--- config.mk ---
export PLATFORM = sky130hd
export DESIGN_NAME = fp_mult_seq
export DESIGN_NICKNAME = d
export VERILOG_FILES = /design/src/rtl/fp_mult_seq.sv
export SDC_FILE = /design/constraint.sdc
export NUM_CORES = 1
export LEC_CHECK = 0
export BUFFER_PORTS_ARGS = -buffer_cell sky130_fd_sc_hd__buf_2
export CAP_MARGIN = 20
export CORE_ASPECT_RATIO = 1.1
export CORE_MARGIN = 1.5
export CORE_UTILIZATION = 52
export DETAILED_ROUTE_END_ITERATION = 8
export GPL_TIMING_DRIVEN = 1
export PLACE_DENSITY = 0.81
export SLEW_MARGIN = 10
export SYNTH_ARGS = -nofsm -noshare
export SYNTH_HDL_FRONTEND = slang
export SYNTH_SLANG_ARGS = --single-unit
--- constraint.sdc ---
create_clock -name clk -period 8.07 [get_ports clk]
set_clock_uncertainty 0.2 [all_clocks]
set_input_delay 1.614 -clock clk [delete_from_list [all_inputs] [get_ports clk]]
set_output_delay 1.614 -clock clk [all_outputs]
set_load 0.02 [all_outputs]
--- src/rtl/fp_mult_seq.sv ---
// Sequential IEEE-754-style floating-point multiplier.
// Operands are classified, normal significands are multiplied with a
// one-bit-per-cycle shift-add loop, then normalised and rounded to nearest
// even. NaN, infinity and zero operands bypass the multiplier. Denormal
// inputs are treated as signed zero and no denormal result is produced.
module fp_mult_seq #(
    parameter int EXP_W = 8,
    parameter int MAN_W = 23
) (
    input  logic                   clk,
    input  logic                   rst_n,
    input  logic                   in_valid,
    output logic                   in_ready,
    input  logic [EXP_W+MAN_W:0]   a,
    input  logic [EXP_W+MAN_W:0]   b,
    output logic                   out_valid,
    input  logic                   out_ready,
    output logic [EXP_W+MAN_W:0]   product,
    output logic [3:0]             flags
);

    // Handshake: an operand pair is taken on a rising edge where
    // in_valid && in_ready; a result is consumed on a rising edge where
    // out_valid && out_ready. Only one operation is in flight, so in_ready
    // is high only in IDLE and product/flags are frozen while out_valid waits.

    localparam int W    = 1 + EXP_W + MAN_W;
    localparam int SW   = MAN_W + 1;           // significand incl. hidden bit
    localparam int PW   = 2 * SW;              // full product width
    localparam int EW2  = EXP_W + 2;           // signed working exponent
    localparam int CW   = $clog2(MAN_W + 2);   // multiplier cycle counter
    localparam int BIAS = (1 << (EXP_W - 1)) - 1;
    localparam int EMAX = (1 << EXP_W) - 1;

    localparam logic [W-1:0] QNAN = {1'b0, {EXP_W{1'b1}}, 1'b1, {(MAN_W-1){1'b0}}};

    typedef enum logic [2:0] {
        S_IDLE,
        S_CLASSIFY,
        S_MULT,
        S_ROUND,
        S_DONE
    } state_t;

    state_t           state_q, state_d;
    logic [W-1:0]     a_q, a_d;
    logic [W-1:0]     b_q, b_d;
    logic             sign_q, sign_d;
    logic [EW2-1:0]   exp_sum_q, exp_sum_d;
    logic [SW-1:0]    mcand_q, mcand_d;
    logic [PW-1:0]    acc_q, acc_d;
    logic [CW-1:0]    cnt_q, cnt_d;
    logic [W-1:0]     product_q, product_d;
    logic [3:0]       flags_q, flags_d;
    logic             out_valid_q, out_valid_d;
    logic             in_ready_q, in_ready_d;

    // Operand field decode of the registered operands
    logic [EXP_W-1:0] ea, eb;
    logic [MAN_W-1:0] fa, fb;
    logic             a_nan, b_nan, a_snan, b_snan;
    logic             a_inf, b_inf, a_zero, b_zero;
    logic             res_sign;

    assign ea       = a_q[W-2:MAN_W];
    assign eb       = b_q[W-2:MAN_W];
    assign fa       = a_q[MAN_W-1:0];
    assign fb       = b_q[MAN_W-1:0];
    assign a_nan    = (&ea) && (|fa);
    assign b_nan    = (&eb) && (|fb);
    assign a_snan   = a_nan && !fa[MAN_W-1];
    assign b_snan   = b_nan && !fb[MAN_W-1];
    assign a_inf    = (&ea) && !(|fa);
    assign b_inf    = (&eb) && !(|fb);
    assign a_zero   = !(|ea);                  // denormals flush to zero here
    assign b_zero   = !(|eb);
    assign res_sign = a_q[W-1] ^ b_q[W-1];

    // One shift-add step: add multiplicand into the upper half when the
    // current multiplier bit (acc LSB) is set, then shift right by one.
    logic [SW:0] mult_sum;
    assign mult_sum = {1'b0, acc_q[PW-1:SW]} + {1'b0, (acc_q[0] ? mcand_q : {SW{1'b0}})};

    logic [MAN_W-1:0] rnd_frac;
    logic [MAN_W:0]   frac_r;
    logic             guard, sticky, round_up, rnd_inexact;
    logic [EW2-1:0]   e_rnd;
    logic [W-1:0]     rnd_product;
    logic [3:0]       rnd_flags;

    // Normalise, round to nearest even and range-check the finished product
    always_comb begin
        if (acc_q[PW-1]) begin
            rnd_frac = acc_q[PW-2:SW];
            guard    = acc_q[SW-1];
            sticky   = |acc_q[SW-2:0];
        end else begin
            rnd_frac = acc_q[PW-3:SW-1];
            guard    = acc_q[SW-2];
            sticky   = |acc_q[SW-3:0];
        end
        round_up    = guard & (sticky | rnd_frac[0]);
        // The hidden bit is always 1, so a carry out of the fraction means
        // the significand reached 2.0 and renormalises to 1.0 (fraction 0).
        frac_r      = {1'b0, rnd_frac} + {{MAN_W{1'b0}}, round_up};
        e_rnd       = exp_sum_q + EW2'(acc_q[PW-1]) + EW2'(frac_r[MAN_W]);
        rnd_inexact = guard | sticky;
        if ($signed(e_rnd) >= $signed(EW2'(EMAX))) begin
            rnd_product = {sign_q, {EXP_W{1'b1}}, {MAN_W{1'b0}}};
            rnd_flags   = 4'b0101;
        end else if ($signed(e_rnd) < $signed(EW2'(1))) begin
            rnd_product = {sign_q, {(W-1){1'b0}}};
            rnd_flags   = 4'b0011;
        end else begin
            rnd_product = {sign_q, e_rnd[EXP_W-1:0], frac_r[MAN_W-1:0]};
            rnd_flags   = {3'b000, rnd_inexact};
        end
    end

    // Next-state and next-datapath logic for the whole operation sequence
    always_comb begin
        state_d     = state_q;
        a_d         = a_q;
        b_d         = b_q;
        sign_d      = sign_q;
        exp_sum_d   = exp_sum_q;
        mcand_d     = mcand_q;
        acc_d       = acc_q;
        cnt_d       = cnt_q;
        product_d   = product_q;
        flags_d     = flags_q;
        case (state_q)
            S_IDLE: begin
                if (in_valid && in_ready_q) begin
                    a_d       = a;
                    b_d       = b;
                    product_d = '0;
                    flags_d   = '0;
                    state_d   = S_CLASSIFY;
                end
            end
            S_CLASSIFY: begin
                sign_d = res_sign;
                if (a_nan || b_nan) begin
                    product_d = QNAN;
                    flags_d   = {(a_snan || b_snan), 3'b000};
                    state_d   = S_DONE;
                end else if ((a_inf && b_zero) || (b_inf && a_zero)) begin
                    product_d = QNAN;
                    flags_d   = 4'b1000;
                    state_d   = S_DONE;
                end else if (a_inf || b_inf) begin
                    product_d = {res_sign, {EXP_W{1'b1}}, {MAN_W{1'b0}}};
                    flags_d   = 4'b0000;
                    state_d   = S_DONE;
                end else if (a_zero || b_zero) begin
                    product_d = {res_sign, {(W-1){1'b0}}};
                    flags_d   = 4'b0000;
                    state_d   = S_DONE;
                end else begin
                    mcand_d   = {1'b1, fa};
                    acc_d     = {{SW{1'b0}}, 1'b1, fb};
                    exp_sum_d = EW2'(ea) + EW2'(eb) - EW2'(BIAS);
                    cnt_d     = '0;
                    state_d   = S_MULT;
                end
            end
            S_MULT: begin
                acc_d = {mult_sum, acc_q[SW-1:1]};
                if (cnt_q == CW'(MAN_W)) begin
                    cnt_d   = '0;
                    state_d = S_ROUND;
                end else begin
                    cnt_d = cnt_q + CW'(1);
                end
            end
            S_ROUND: begin
                product_d = rnd_product;
                flags_d   = rnd_flags;
                state_d   = S_DONE;
            end
            S_DONE: begin
                if (out_valid_q && out_ready) begin
                    state_d = S_IDLE;
                end
            end
            default: state_d = S_IDLE;
        endcase
        // out_valid is raised one cycle after entering DONE and dropped on
        // the consuming edge.
        out_valid_d = (state_q == S_DONE) && !(out_valid_q && out_ready);
        in_ready_d  = (state_d == S_IDLE);
    end

    // State and datapath registers; reset aborts any in-flight operation
    always_ff @(posedge clk or negedge rst_n) begin
        if (!rst_n) begin
            state_q     <= S_IDLE;
            a_q         <= '0;
            b_q         <= '0;
            sign_q      <= 1'b0;
            exp_sum_q   <= '0;
            mcand_q     <= '0;
            acc_q       <= '0;
            cnt_q       <= '0;
            product_q   <= '0;
            flags_q     <= '0;
            out_valid_q <= 1'b0;
            in_ready_q  <= 1'b1;
        end else begin
            state_q     <= state_d;
            a_q         <= a_d;
            b_q         <= b_d;
            sign_q      <= sign_d;
            exp_sum_q   <= exp_sum_d;
            mcand_q     <= mcand_d;
            acc_q       <= acc_d;
            cnt_q       <= cnt_d;
            product_q   <= product_d;
            flags_q     <= flags_d;
            out_valid_q <= out_valid_d;
            in_ready_q  <= in_ready_d;
        end
    end

    assign in_ready  = in_ready_q;
    assign out_valid = out_valid_q;
    assign product   = product_q;
    assign flags     = flags_q;

endmodule

==> results of run 1 <==
## per-layer routing
metal	global-route usage, %	wire, µm	part of all wire, %	vias up
met4	7.194	430	1.8	0
li1	-	-	-	3908
met5	0	0	0	-
met1	30.81	10340	44	3934
met3	5.044	1224	5.3	38
met2	36.12	11270	48	210
## power by group
part,total (µW),internal (µW),switching (µW)
Clock,855,470,385
Combinational,2280,1060,1230
Sequential,1920,1420,496
## cell families after synthesis
kind of cell	share of synthesized area, %
compound gates	12.53
simple gates	16.31
mux	11.33
buf+inv	3.467
flops	45.53
fa+ha+maj	5.636
xor+xnor	5.200
## sequential cells by signal (all words and copies together), names as in the netlist
register / count
state_q: 3
sign_q: 1
out_valid: 1
in_ready: 1
b_q: 32
a_q: 32
exp_sum_q: 10
mcand_q: 24
flags: 4
cnt_q: 5
product: 32
acc_q: 48
## final timing paths
path | slack (ns) | from | cells past startpoint | end
worst max-delay path | 3.06 | acc_q[47] | 12 | product[19]
worst min-delay path | 0.26 | out_valid | 1 | out_valid
worst max register to register | 3.06 | acc_q[47] | 12 | product[19]
worst min register to register | 0.26 | out_valid | 1 | out_valid
max in group asynchronous | 5.51 | rst_n | 2 | product[19]
min in group asynchronous | 0.98 | rst_n | 1 | a_q[3]
## final cells by class
cell class / instances / area, µm² / share of cell area (%)
Clock buffer: 18 / 439.2 / 3.714
Timing Repair Buffer: 111 / 599.3 / 5.069
Multi-Input combinational cell: 780 / 5423 / 45.86
Clock inverter: 13 / 147.6 / 1.249
Tap cell: 252 / 315.3 / 2.667
Sequential cell: 193 / 4832 / 40.87
Inverter: 18 / 67.56 / 0.5714
## stage by stage
step	total power, µW	instances	utilization, %	worst slack (ns)	hold slack [ns]
after floorplan	3632	1048	-	4.095	0.2259
after global placement	4085	1353	56.24	3.216	0.2440
after detailed placement	4180	1353	56.24	3.130	0.2541
after CTS	5050	1384	59.18	3.079	0.2638
after global routing	5448	1385	59.32	2.712	0.2864
final	5055	1385	59.32	3.064	0.2575
## placed cells by master (no fill, tap or decap), drive strengths merged, types with 3 or more instances in the layout
| cell | n |
|---|---|
| dfrtp | 192 |
| nand2 | 148 |
| buf | 110 |
| mux2 | 89 |
| o21ai | 63 |
| nor2 | 57 |
| ha | 43 |
| xor2 | 41 |
| nand3 | 36 |
| a31oi | 30 |
| and2 | 29 |
| a21oi | 28 |
| inv | 25 |
| a22o | 24 |
| xnor2 | 22 |
| mux2i | 20 |
| nor4 | 19 |
| clkbuf | 19 |
| nand4 | 16 |
| nor3 | 13 |
| a21o | 10 |
| nor2b | 9 |
| nand2b | 8 |
| o211ai | 8 |
| o22ai | 4 |
| a211oi | 4 |
| o31ai | 4 |
| and3 | 4 |
| nand4b | 3 |
| or3 | 3 |
| a32o | 3 |
| fa | 3 |
| clkinv | 3 |
==> impl_metrics.json, run 1 <==
{
  "status": "complete, but fails checks",
  "failed_checks": "DRC",
  "antenna_violating_nets_post_route": 0,
  "h-tree-depth": 4,
  "synth_top_area_cell": "dfrtp_1",
  "ir_drop_mv": 0.2102,
  "crit_arrival_ns": 5.13,
  "max_cap_viol_count": 0,
  "ys_warn_count": 0,
  "worst-slew-pin-transition_ns": 0.9981,
  "post_route_clock_period_utilization_pct": 62.03,
  "critical_path_peak_fanout": 48,
  "clockBufferDepth": 2,
  "layout-area-overhead-vs-synth_pct": 11.43,
  "syn-cell-area_um2": 10610,
  "num_io_pins": 106,
  "largest_net_degree_at_the_start_of_global_routing": 81,
  "design_area_um2": 11820,
  "cts.root.buffer_cell": "clkbuf_16",
  "top_cells_by_count_synth": "192 x dfrtp_1, 148 x nand2_1, 88 x mux2_2",
  "grt_setup_unrepaired": "no",
  "grt_pass1_wl_um": 39030,
  "post_cts_buffers": 0,
  "ctsHoldBuffers": 0,
  "critical_path.endpoint_type": "flip-flop",
  "timing.critical_path.required_ns": 8.19,
  "critical_path.startpoint_type": "flip-flop",
  "synth_enable_flop_cells": 0,
  "worst_path_max_delay_cell": "dfrtp_2",
  "coreArea_um2": 19930,
  "cts_tree": "done",
  "timing.critical_path.max_delay_family": "simple AND/OR/NAND/NOR gates",
  "post_route_cells_drive_above_1_share_pct": 21.45,
  "initial_antenna_violation_count": 0,
  "critical_path.max_stage_delay_ns": 1.00,
  "synth_area_per_cell_um2": 10.13,
  "gp_congestion": 0.8819,
  "fmax_mhz": 199.8,
  "slew_headroom_pct": 33.46,
  "die_w_um": 139.2,
  "insertedDiodeCount": 0,
  "synth.top_cell.area_share_pct": 45.28,
  "synthesis.instances": 1048,
  "grt_use_total_pct": 22.62,
  "ys_async_sr_fraction_pct": 100.0,
  "total_leakage_power_uw": 0.005294,
  "yosys_register_bits": 193,
  "filler_cell_count": 1672,
  "design.final.nets": 1235,
  "min_path_type": "flip-flop to flip-flop",
  "synth_flop_cell": "dfrtp_1",
  "setup_viol_count_final": 0,
  "drtPass1Iterations": 7,
  "clk_pin_slew_worst_paths_ns": 0.07,
  "via_per_inst": 5.841,
  "critical_path_cell_by_cell": "nand2_1 > a2111o_1 > nor3_4 > and3_1 > fa_1 > ha_1 > xor2_1 > nand4_1 > or3_1 > o31a_1 > and3b_1 > a32o_1",
  "crit_type": "flip-flop to flip-flop",
  "post_cts_resize_count": 0,
  "pwr_density_cell_nw_per_um2": 427.6,
  "grt-ovfl-total": 0,
  "detailedRoute.firstIterationViolations": 591,
  "drc_errors": 5,
  "io_buffers": 105,
  "worstSkewPairLatency_ns": 0.44,
  "initial_utilization_pct": 53.24,
  "final_max_slew_viol_count": 0,
  "synth.distinct_cells": 74,
  "synth_area_leaders": "dfrtp_1 45%, mux2_2 9.3%, nand2_1 5.2%",
  "first_global_vias": 7832,
  "die_h_um": 152.8,
  "clock-sinks": 193,
  "tritoncts.num_buffers": 17,
  "wl_per_cell_um": 16.80,
  "setup_total_negative_slack_ns": 0,
  "dpl_cell_area_um2": 11210,
  "synthesis.nets": 1162,
  "dp.final_hpwl_um": 16950,
  "final-hold-violation-count": 0,
  "timing.critical_path.buf_inv": 0,
  "drt_wl_total_um": 23270,
  "timing.final.crit_period_ns": 5.006,
  "placementRows": 54,
  "fp.dieArea_um2": 21270,
  "dr_total_vias": 8090,
  "synth_most_common_cell": "dfrtp_1",
  "synth_sequential_area_ratio_pct": 45.53
}
Power figures use the tool's default switching activity.
==> run 2, diff against run 1 <==
- PLACE_DENSITY: 0.81 -> 0.83
- clock period: 8.07 -> 4.6 ns (I/O delays scaled with it)
==> run 2 against run 1 <==
  * The run still ends with DRC left
  * Core utilization is 0.13 points higher
  * Flip-flop and latch count stayed put
  * Critical path type unchanged
  * Sequential share of layout area is 0.087 points lower
  * Via count is 0.42% higher
  * Critical endpoint unchanged
  * Wire length is 1.9% higher
==> impl_metrics.json, run 2 (same netlist as run 1, synthesis figures left out) <==
{
  "status": "complete, but fails checks",
  "failed_checks": "DRC",
  "timing.critical_path.required_ns": 4.73,
  "timing.final.crit_period_ns": 4.371,
  "grt-ovfl-total": 0,
  "insertedDiodeCount": 0,
  "clk_pin_slew_worst_paths_ns": 0.07,
  "internal-power_uw": 5115,
  "slew_headroom_pct": 35.28,
  "critical_path_peak_fanout": 23,
  "post_cts_resize_count": 0,
  "wl_per_cell_um": 17.05,
  "clock-sinks": 193,
  "final-hold-violation-count": 0,
  "tritoncts.num_buffers": 17,
  "pwr_density_cell_nw_per_um2": 748.5,
  "worst-slew-pin-transition_ns": 0.9707,
  "placed_cells_incl_taps": 1358,
  "gp_congestion": 0.8675,
  "total_leakage_power_uw": 0.005312,
  "grt_use_total_pct": 22.93,
  "critical_path.startpoint_type": "flip-flop",
  "critical_path_cell_by_cell": "nand2b_1 > a2111o_1 > nor3_4 > and3_1 > fa_1 > ha_1 > xor2_1 > nand4_1 > or3_1 > o31a_1 > and3b_1 > a32o_1",
  "cts_tree": "done",
  "post_route_clock_period_utilization_pct": 95.02,
  "h-tree-depth": 4,
  "min_to": "mcand_q[23]",
  "coreArea_um2": 19930,
  "clockBufferDepth": 2,
  "via_per_inst": 5.840,
  "die_w_um": 139.2,
  "largest_net_degree_at_the_start_of_global_routing": 112,
  "first_global_vias": 7940,
  "initial_utilization_pct": 53.24,
  "grt_pass1_wl_um": 39270,
  "net-switching-power_uw": 3753,
  "crit_arrival_ns": 4.50,
  "layout-area-overhead-vs-synth_pct": 11.66,
  "hp-start": "mcand_q[23]",
  "critical_path.max_stage_delay_ns": 0.57,
  "fmax_mhz": 228.8,
  "most-common-layout-cells": "191 x dfrtp_1, 148 x nand2_1, 104 x buf_2",
  "worst_path_max_delay_cell": "dfrtp_2",
  "power_frac_comb_pct": 46.4,
  "timing.hold.worst_path_depth": 1,
  "initial_antenna_violation_count": 0,
  "post_route_cells_drive_above_1_share_pct": 21.77,
  "drtPass1Iterations": 9,
  "timing.reg2reg.worst_path_depth": 12,
  "regMostFlops": "acc_q",
  "worst_r2r_startpoint": "acc_q[47]",
  "setup_total_negative_slack_ns": 0,
  "ir_drop_mv": 0.3789,
  "dp.final_hpwl_um": 17110,
  "clock_power_share_pct": 16.5,
  "mostFrequentLayoutCell": "dfrtp_1",
  "sw_frac_of_total_pct": 42.32,
  "num_io_pins": 106,
  "dr_total_vias": 8124,
  "antenna_violating_nets_post_route": 0,
  "critical_path.endpoint_type": "flip-flop",
  "power_frac_seq_pct": 37.2,
  "max_cap_viol_count": 0,
  "largest_reg_flops": 48,
  "design.final.nets": 1240,
  "drc_errors": 11,
  "worstSkewPairLatency_ns": 0.45,
  "ctsHoldBuffers": 0,
  "setup_viol_count_final": 0,
  "min_path_type": "flip-flop to flip-flop",
  "critical_path.reg2reg.endpoint": "product[19]",
  "detailedRoute.firstIterationViolations": 663,
  "drt_wl_total_um": 23710,
  "placementRows": 54,
  "filler_cell_count": 1591,
  "grt_setup_unrepaired": "no",
  "io_buffers": 105,
  "final_non_filler_cell_total": 1391,
  "fp.dieArea_um2": 21270,
  "die_h_um": 152.8,
  "final_max_slew_viol_count": 0,
  "crit_type": "flip-flop to flip-flop",
  "post_cts_buffers": 0,
  "cts.root.buffer_cell": "clkbuf_16",
  "worst-r2r-setup-slack_ns": 0.23
}
[run 2: cell count changes in the layout (fill, tap and decap cells not counted), sizes merged]
cell | before | now
buf | 110 | 115
clkinv | 3 | 5
bufinv | 2 | 1
[run 2: power by group through the flow]
stage          combinational (µW)  clock, µW  sequential (µW)
2_1_floorplan                3250          0             3120
3_3_place_gp                 3920          0             3270
3_5_place_dp                 4060          0             3310
4_1_cts                      4100       1480             3290
5_1_grt                      4580       1540             3420
6_report                     4110       1460             3300
[run 2: cell type report]
cell class                 instances  area, µm²  area share, %
multi-input combinational        780       5423          45.77
sequential                       193       4832          40.78
timing repair buffer             116      636.9          5.375
clock buffer                      18      429.2          3.622
tap                              252      315.3          2.661
clock inverter                    14      145.1          1.225
inverter                          18      67.56         0.5702
[run 2: worst max-delay path, delay by kind of cell, from the launching register on]
family / cells / cell delay (ns)
AO/OA/AOI/OAI: 3 / 1.14
XOR/XNOR: 1 / 0.24
adder cells (fa/ha/maj): 2 / 0.46
flip-flops: 1 / 0.57
AND/OR/NAND/NOR: 6 / 1.64
[run 2: through the flow]
| step | worst slack, ns | area [µm²] | hold slack (ns) | util, % | total power, µW |
|---|---|---|---|---|---|
| global placement | 0.3241 | 11260 | 0.2459 | 56.49 | 7181 |
| floorplan | 0.6249 | 10610 | 0.2259 | - | 6371 |
| CTS | 0.2021 | 11830 | 0.2681 | 59.37 | 8860 |
| finish | 0.2292 | 11850 | 0.2689 | 59.45 | 8869 |
| detailed placement | 0.2540 | 11260 | 0.2498 | 56.49 | 7374 |
| global route | 0.02247 | 11850 | 0.3053 | 59.45 | 9546 |
[run 2: worst max-delay path by stage]
stage          startpoint          end  slack (ns)  cells after the start
2_1_floorplan   acc_q[47]  product[12]        0.62                     15
3_3_place_gp    acc_q[47]  product[19]        0.32                     12
3_5_place_dp    acc_q[47]  product[19]        0.25                     12
4_1_cts         acc_q[47]  product[19]        0.20                     12
5_1_grt         acc_q[47]  product[19]        0.02                     12
6_report        acc_q[47]  product[19]        0.23                     12
[run 2: layer usage]
metal  global-route usage (%)  share of wire [%]
met5                        0                  0
met4                    8.308                2.0
met3                    4.323                5.7
met2                    37.50                 48
met1                    30.59                 45
